### config.mk
export PLATFORM = sky130hd
export DESIGN_NAME = chunked_add_sequencer
export DESIGN_NICKNAME = d
export VERILOG_FILES = /design/src/rtl/chunked_add_sequencer.sv
export SDC_FILE = /design/constraint.sdc
export NUM_CORES = 1
export LEC_CHECK = 0
export BUFFER_PORTS_ARGS = -buffer_cell sky130_fd_sc_hd__buf_2
export CAP_MARGIN = 20
export CORE_AREA = 2 2 111 113
export DETAILED_ROUTE_END_ITERATION = 7
export DIE_AREA = 0 0 113 115
export GPL_TIMING_DRIVEN = 0
export PLACE_DENSITY = 0.69
export SLEW_MARGIN = 20
export SYNTH_ARGS = -nofsm -noshare
export SYNTH_HDL_FRONTEND = slang
export SYNTH_SLANG_ARGS = --single-unit
### constraint.sdc
create_clock -name clk -period 4.6 [get_ports clk]
set_input_delay 1.38 -clock clk [delete_from_list [all_inputs] [get_ports clk]]
set_output_delay 1.38 -clock clk [all_outputs]
set_load 0.02 [all_outputs]
### src/rtl/chunked_add_sequencer.sv
// Multi-cycle wide adder: streams CHUNK-bit slices through one carry_select_adder.
// Optional subtract mode is enabled by defining CHUNKED_ADD_SUB_EN.

module carry_select_adder #(
    parameter int WIDTH      = 8,
    parameter int BLOCK_SIZE = 4
) (
    input  logic [WIDTH-1:0] a,
    input  logic [WIDTH-1:0] b,
    input  logic             cin,
    output logic [WIDTH-1:0] sum,
    output logic             cout
);
    localparam int NB = WIDTH / BLOCK_SIZE;

    logic [NB:0] c;

    assign c[0] = cin;

    for (genvar g = 0; g < NB; g++) begin : g_blk
        logic [BLOCK_SIZE:0] s0;
        logic [BLOCK_SIZE:0] s1;

        // Both carry-in cases are precomputed; the ripple only drives the mux.
        assign s0 = {1'b0, a[g*BLOCK_SIZE +: BLOCK_SIZE]}
                  + {1'b0, b[g*BLOCK_SIZE +: BLOCK_SIZE]};
        assign s1 = {1'b0, a[g*BLOCK_SIZE +: BLOCK_SIZE]}
                  + {1'b0, b[g*BLOCK_SIZE +: BLOCK_SIZE]}
                  + (BLOCK_SIZE+1)'(1);

        assign sum[g*BLOCK_SIZE +: BLOCK_SIZE] =
            c[g] ? s1[BLOCK_SIZE-1:0] : s0[BLOCK_SIZE-1:0];
        assign c[g+1] = c[g] ? s1[BLOCK_SIZE] : s0[BLOCK_SIZE];
    end

    assign cout = c[NB];
endmodule

module chunked_add_sequencer #(
    parameter int OP_WIDTH   = 32,
    parameter int CHUNK      = 8,
    parameter int BLOCK_SIZE = 4
) (
    input  logic                clk,
    input  logic                rst,
    input  logic                in_valid,
    output logic                in_ready,
    input  logic [OP_WIDTH-1:0] a,
    input  logic [OP_WIDTH-1:0] b,
`ifdef CHUNKED_ADD_SUB_EN
    input  logic                op_sub,
`endif
    input  logic                cin,
    output logic                out_valid,
    input  logic                out_ready,
    output logic [OP_WIDTH-1:0] sum,
    output logic                cout
);
    localparam int NCHUNK = OP_WIDTH / CHUNK;
    localparam int CW     = (NCHUNK > 1) ? $clog2(NCHUNK) : 1;

    typedef enum logic [1:0] {
        IDLE,
        RUN,
        DONE
    } state_t;

    state_t state_q;
    state_t state_d;

    logic [CW-1:0]       cnt_q;
    logic [OP_WIDTH-1:0] a_q;
    logic [OP_WIDTH-1:0] b_q;
    logic                carry_q;
    logic [OP_WIDTH-1:0] sum_q;
    logic                cout_q;

    logic [31:0]         base;
    logic [CHUNK-1:0]    add_sum;
    logic                add_cout;
    logic                accept;
    logic                last;

    assign base   = 32'(cnt_q) * 32'(CHUNK);
    assign accept = (state_q == IDLE) && in_valid;
    assign last   = (cnt_q == CW'(NCHUNK-1));

    carry_select_adder #(
        .WIDTH     (CHUNK),
        .BLOCK_SIZE(BLOCK_SIZE)
    ) u_csa (
        .a   (a_q[base +: CHUNK]),
        .b   (b_q[base +: CHUNK]),
        .cin (carry_q),
        .sum (add_sum),
        .cout(add_cout)
    );

    always_ff @(posedge clk) begin
        if (rst) state_q <= IDLE;
        else     state_q <= state_d;
    end

    always_comb begin
        state_d   = state_q;
        in_ready  = 1'b0;
        out_valid = 1'b0;
        unique case (state_q)
            IDLE: begin
                in_ready = 1'b1;
                if (in_valid) state_d = RUN;
            end
            RUN: begin
                if (last) state_d = DONE;
            end
            DONE: begin
                out_valid = 1'b1;
                if (out_ready) state_d = IDLE;
            end
            default: state_d = IDLE;
        endcase
    end

    always_ff @(posedge clk) begin
        if (rst) begin
            cnt_q   <= '0;
            a_q     <= '0;
            b_q     <= '0;
            carry_q <= 1'b0;
            sum_q   <= '0;
            cout_q  <= 1'b0;
        end else if (accept) begin
            cnt_q <= '0;
            a_q   <= a;
`ifdef CHUNKED_ADD_SUB_EN
            // Subtract is a + ~b + 1; cin has no meaning there.
            b_q     <= op_sub ? ~b : b;
            carry_q <= op_sub | cin;
`else
            b_q     <= b;
            carry_q <= cin;
`endif
        end else if (state_q == RUN) begin
            sum_q[base +: CHUNK] <= add_sum;
            carry_q              <= add_cout;
            if (last) begin
                cout_q <= add_cout;
                cnt_q  <= '0;
            end else begin
                cnt_q <= cnt_q + CW'(1);
            end
        end
    end

    assign sum  = sum_q;
    assign cout = cout_q;
endmodule

==> Word level (Yosys, flattened, before mapping) <==
Index checks and enable logic that the tools add are counted.
Widths: inputs -> output; s select.
{ "totals": {"ff_bits": 102, "output_inout_bits": 35, "word_cells": 45} }
{ "op_classes": {"addsub": 6, "n_eq_ne": 6, "n_shift": 4, "mux": 14, "n_bitwise": 1, "reduce_logical": 7} }
{ "op_table": {"columns": ["op", "n"], "rows": [
  ["$shiftx 32x6->8", 2],
  ["$neg 5->34", 1],
  ["$shift 8x34->32 const A", 1],
  ["$shiftx 8x34->32", 1],
  ["$bwmux 32", 1],
  ["$add 4x4->5", 2],
  ["$add 5x1->5 const B", 2],
  ["$mux 2", 4],
  ["$mux 4", 2],
  ["$mux 1", 6],
  ["$ne 2x2->1 const B", 3],
  ["$pmux 2 s3", 1],
  ["$reduce_and 3->1", 2],
  ["$eq 2x2->1 const B", 2],
  ["$add 2x1->2 const B", 1],
  ["$eq 2x1->1 const B", 1],
  ["$logic_not 2->1", 1],
  ["$reduce_and 2->1", 1],
  ["$reduce_bool 2->1", 1],
  ["$reduce_or 2->1", 1],
  ["$logic_and 1x1->1", 1],
  ["$not 1->1", 1]
]} }

==> Depth between registers and ports, before layout <==
{ "logic_depth": {"depth_word": 7, "ltp_mapped": 13, "depth_no_buf": 11} }

==> Cells and area by module <==
From an unflattened synthesis, not the netlist that was laid out.
{ "unflattened": {"hier_cells": 521, "hier_area_um2": 4742.0} }
{ "modules_own_cells": {"columns": ["module", "n_inst", "cells_each", "area_each_um2", "seq_area_each_um2"], "rows": [
  ["chunked_add_sequencer", 1, 464, 4216.5, 2042.0],
  ["carry_select_adder", 1, 57, 525.5, 0.0]
]} }

==> Worst setup path after synthesis <==
No wires, ideal clock.
{ "synth_timing": {"kind": "reg2reg", "startpoint": "register cnt_q[0]", "endpoint": "register sum_q[13] (netlist: sum[13])", "arrival_ns": 3.472, "path_slack_ns": 0.997, "path_stages_with_launch": 13, "n_path_buf": 1, "path_cell_list": "dfxtp_1 buf_1 mux4_2 ha_1 inv_1 fa_1 inv_1 ha_1 nand2_1 nor4_4 xor2_2 mux2i_1 o31ai_1"} }
{ "synth_between": {"elab_chain_cells": 7, "elab_cells_between_ends": 13} }
{ "synth_lines": {"columns": ["item", "line_no", "source"], "rows": [
  ["from (decl)", "71", "logic [CW-1:0] cnt_q;"],
  ["from (signal assigned)", "150", "cnt_q <= cnt_q + CW'(1);"],
  ["$shiftx 32x6->8, on equally long branches", "92, 93", null],
  ["$add 4x4->5", "26, 28", null],
  ["$add 5x1->5", "29", "+ (BLOCK_SIZE+1)'(1);"],
  ["$mux 1", "33", "assign c[g+1] = c[g] ? s1[BLOCK_SIZE] : s0[BLOCK_SIZE];"],
  ["$mux 4", "32", "c[g] ? s1[BLOCK_SIZE-1:0] : s0[BLOCK_SIZE-1:0];"],
  ["$shiftx 8x34->32", "144", "sum_q[base +: CHUNK] <= add_sum;"],
  ["$bwmux 32 *", "144", null],
  ["to (signal, indexed assignment)", "144", null],
  ["to (decl)", "75", "logic [OP_WIDTH-1:0] sum_q;"]
]} }
Mark *: on every way between the ends. The rest lies on a longest branch, timed or not.
A chain may end at the register's enable or synchronous reset.

==> Worst setup path in the final report <==
{ "layout_timing": {"startpoint": "register cnt_q[1]", "endpoint": "register sum_q[5] (netlist: sum[5])"} }
Same word-level chain as after synthesis.

==> run summary <==
The number of setup violations in the final report is 0. The DRC violation count after routing came out at 8. Ranked by total cell area, the synthesized netlist is headed by sky130_fd_sc_hd__dfxtp_1 (44%), sky130_fd_sc_hd__nand2_1 (11%), sky130_fd_sc_hd__a21oi_1 (8.1%).

The weighted congestion reported at the end of routability-driven placement came out at 0.8395. In this run the tightest slew margin relative to its limit is 39.09%. The overall global routing resource usage came out at 19.48%.

Synthesis inferred 102 register bits. TritonCTS built the clock tree. The largest voltage drop on the vdd net came out at 0.1993 mV. Fill cells in the final layout number 1135. The average routed wire per standard cell is 15.51 µm. The max-slew violation count came out at 0. The number of buffers on the longest clock path came out at 2. The biggest area contributor in the post-synthesis netlist is sky130_fd_sc_hd__dfxtp_1. In the synthesized netlist the async set-or-reset flop fraction comes to 0%. The path type of the worst min-delay path is reg2reg. The setup TNS is 0 ns.

The via count of the first global-routing pass is 3992. The number of cells on the worst reg-to-reg path came out at 13. The level count of the clock H-tree came out at 3. The post-route netlist has a little over a fifth of its cells at a drive strength greater than 1. The count of nets left with antenna violations once routing finished came out at 0. The checks that failed: design-rule violations.

In this run the static leakage power is ~0.0023 µW. The die outline area is 13000 µm². Counting distinct cell types in the post-synthesis netlist gives 42. The run finished, with violations left. The core area is 11810 µm². The worst setup path is of the reg2reg kind. After clock tree synthesis, the clock-pin slew on the worst setup and hold paths is 0.07 ns.

The starting utilization of the core area is 39.28%. The clock net sink count is 102. During synthesis, Yosys emitted a total of 0 warnings.

The root buffer cell is sky130_fd_sc_hd__clkbuf_16. The period utilization came out at between 90% and 100%. The repair_antennas step left the layout with diodes totalling 0. By count the netlist is led by sky130_fd_sc_hd__nand2_1 (139), sky130_fd_sc_hd__dfxtp_1 (102), sky130_fd_sc_hd__a21oi_1 (75). The proportion of netlist area held by the largest area contributor came out at 44.01%. The peak fanout along the critical path is 10. Summed over all layers, the global routing overflow is 0. The number of nets in the finished design came out at 736. Averaged over all synthesized cells, the footprint is 8.656 µm². The critical path capture point type is a register. The total of buffers placed on input and output ports is ~100. The number of antenna violations at the first check in global routing was 0. The clock latency on the worst-skew pair is 0.35 ns. The area growth from synthesis to layout is 22.03%. The largest net degree at the start of global routing came out at 17. The worst setup path is launched from a register. The instance area after placement is 5340 µm². Yosys mapped a number of flops with a built-in enable equal to 0. The summed instance area of the synthesized netlist is 4639 µm². The number of top-level pins came out at 104. Setup repair after global routing left no endpoint under its margin. The tool flagged a number of max-cap violations equal to 0.

The worst-margin pin slew came out at between 0.9 and 1 ns. The largest clock skew in the final design came out at just over 0.01 ns. The critical path required time came out at about 4.8 ns.

The signal arrival time at the worst endpoint is approximately 4.5 ns. The horizontal die dimension is approximately 110 µm. The via density per instance is ~5.3. By instance count, the leading cell after synthesis is sky130_fd_sc_hd__nand2_1. The vertical die dimension is about 120 µm. The HPWL after detailed placement is 9539 µm. The number of standard-cell rows in the floorplan is 40. The cell count after synthesis came out at 536. The net count after synthesis came out at 623. The first-pass GRT wire length is approximately 20000 µm. Summed over all layers, the routed wires come to 12410 µm.

The count of endpoints failing hold in the final timing report came out at 0. The count of TritonRoute iterations in the first routing pass is 7. Summing the sequential cell areas from Yosys gives 44.01% of the chip area.

The utilization after layout came out at between 40% and 50%. Summing internal, switching and leakage power gives 2055 µW. The number of buffers inserted during clock tree synthesis came out at 9. The cell depth of the worst hold path is 2. The power per cell area came out at approximately 360 nW/µm². The worst path in the final design needs a cycle of 4.322 ns, including I/O delays and setup. In the synthesized netlist the dominant register cell turns out to be sky130_fd_sc_hd__dfxtp_1.

The finished cells cover 5662 µm². The count of routing violations after the opening detailed-route iteration is between 200 and 300. The fmax is roughly 230 MHz.

The tightest hold path in the finished design has a slack of 0.4539 ns. The routed layout has 4200 vias.
[state kept, by name (all words and copies together), names as in the netlist]
signal / count
a_q: 32
b_q: 32
carry_q: 1
cnt_q: 2
cout: 1
state_q: 2
sum: 32
[worst paths after layout]
check / from / end / slack [ns]
worst min-delay path: a_q[2] / a_q[2] / 0.45
worst max register to register: cnt_q[1] / sum[5] / 0.28
worst min register to register: a_q[2] / a_q[2] / 0.45
worst max-delay path: cnt_q[1] / sum[5] / 0.28
[placed cells by master (no fill, tap or decap), types with 2 or more instances in the layout]
| cell | count |
|---|---|
| sky130_fd_sc_hd__nand2_1 | 139 |
| sky130_fd_sc_hd__buf_2 | 103 |
| sky130_fd_sc_hd__dfxtp_1 | 102 |
| sky130_fd_sc_hd__a21oi_1 | 75 |
| sky130_fd_sc_hd__nor2_1 | 27 |
| sky130_fd_sc_hd__clkbuf_1 | 25 |
| sky130_fd_sc_hd__a22oi_1 | 20 |
| sky130_fd_sc_hd__nand3_1 | 17 |
| sky130_fd_sc_hd__mux4_2 | 16 |
| sky130_fd_sc_hd__ha_1 | 16 |
| sky130_fd_sc_hd__nand4_1 | 11 |
| sky130_fd_sc_hd__inv_1 | 9 |
| sky130_fd_sc_hd__clkbuf_16 | 9 |
| sky130_fd_sc_hd__nor3_1 | 7 |
| sky130_fd_sc_hd__buf_1 | 6 |
| sky130_fd_sc_hd__o211ai_1 | 6 |
| sky130_fd_sc_hd__nor2b_1 | 5 |
| sky130_fd_sc_hd__xor2_1 | 5 |
| sky130_fd_sc_hd__nand2b_1 | 5 |
| sky130_fd_sc_hd__o31ai_1 | 5 |
| sky130_fd_sc_hd__o21ai_0 | 4 |
| sky130_fd_sc_hd__o311ai_0 | 4 |
| sky130_fd_sc_hd__and2_1 | 3 |
| sky130_fd_sc_hd__o21a_1 | 2 |
| sky130_fd_sc_hd__and3_1 | 2 |
| sky130_fd_sc_hd__mux2i_1 | 2 |
| sky130_fd_sc_hd__a21o_1 | 2 |
| sky130_fd_sc_hd__xnor2_1 | 2 |
| sky130_fd_sc_hd__or3_1 | 2 |
| sky130_fd_sc_hd__fa_1 | 2 |
| sky130_fd_sc_hd__bufinv_16 | 2 |
[metal layers]
layer / wire, µm / part of all wire, % / GRT usage (%) / vias up
met5: 0 / 0 / 0 / -
met4: 229 / 1.8 / 6.260 / 0
met3: 677 / 5.5 / 4.375 / 16
met2: 5992 / 48 / 32.89 / 137
met1: 5510 / 44 / 24.98 / 1946
li1: - / - / - / 2101
[final cells by class]
class                           count  area, µm²  area share, %
Tap cell                          147      183.9          3.249
Buffer                             33      126.4          2.232
Inverter                            9      33.78         0.5967
Clock buffer                       10      239.0          4.221
Multi-Input combinational cell    392       2445          43.18
Clock inverter                      5      81.33          1.436
Timing Repair Buffer              102      510.5          9.017
Sequential cell                   102       2042          36.07
[per-stage QoR]
stage	worst slack (ns)	std cells
after floorplan	0.9971	536
after global routing	0.04217	800
after detailed placement	0.2973	785
final	0.2783	800
after CTS	0.2918	800
after global placement	0.3839	785
[worst max-delay path: stages, from the launching register on]
cell and delay, ns:
sky130_fd_sc_hd__dfxtp_1 0.39, sky130_fd_sc_hd__clkbuf_1 0.40, sky130_fd_sc_hd__clkbuf_1 0.54, sky130_fd_sc_hd__mux4_2 0.44, sky130_fd_sc_hd__ha_1 0.22, sky130_fd_sc_hd__inv_1 0.07, sky130_fd_sc_hd__fa_1 0.42, sky130_fd_sc_hd__inv_1 0.09
sky130_fd_sc_hd__ha_1 0.14, sky130_fd_sc_hd__nand2_1 0.10, sky130_fd_sc_hd__nor4_4 0.32, sky130_fd_sc_hd__xor2_2 0.38, sky130_fd_sc_hd__mux2i_1 0.51, sky130_fd_sc_hd__o31ai_1 0.14
[logic make-up after synthesis]
logic type	count (synthesis)	synth area share, %
flops	102	44.01
mux	19	8.441
xor+xnor	9	2.185
fa+ha+maj	18	5.178
simple gates	225	21.28
buf+inv	42	3.425
compound gates	121	15.48
[report_power, final]
group	total, µW	switching (µW)	internal, µW
clock	820	330	490
sequential	949	25.4	924
combinational	286	175	112
total	2060	530	1530
[repair_timing]
action | in CTS | in global routing
setup buffers | 0 | 0
resized for setup | 0 | 2
setup endpoints to repair | 0 | 4
hold buffers | 0 | 0
No activity file was read; power rests on OpenSTA's default activity.
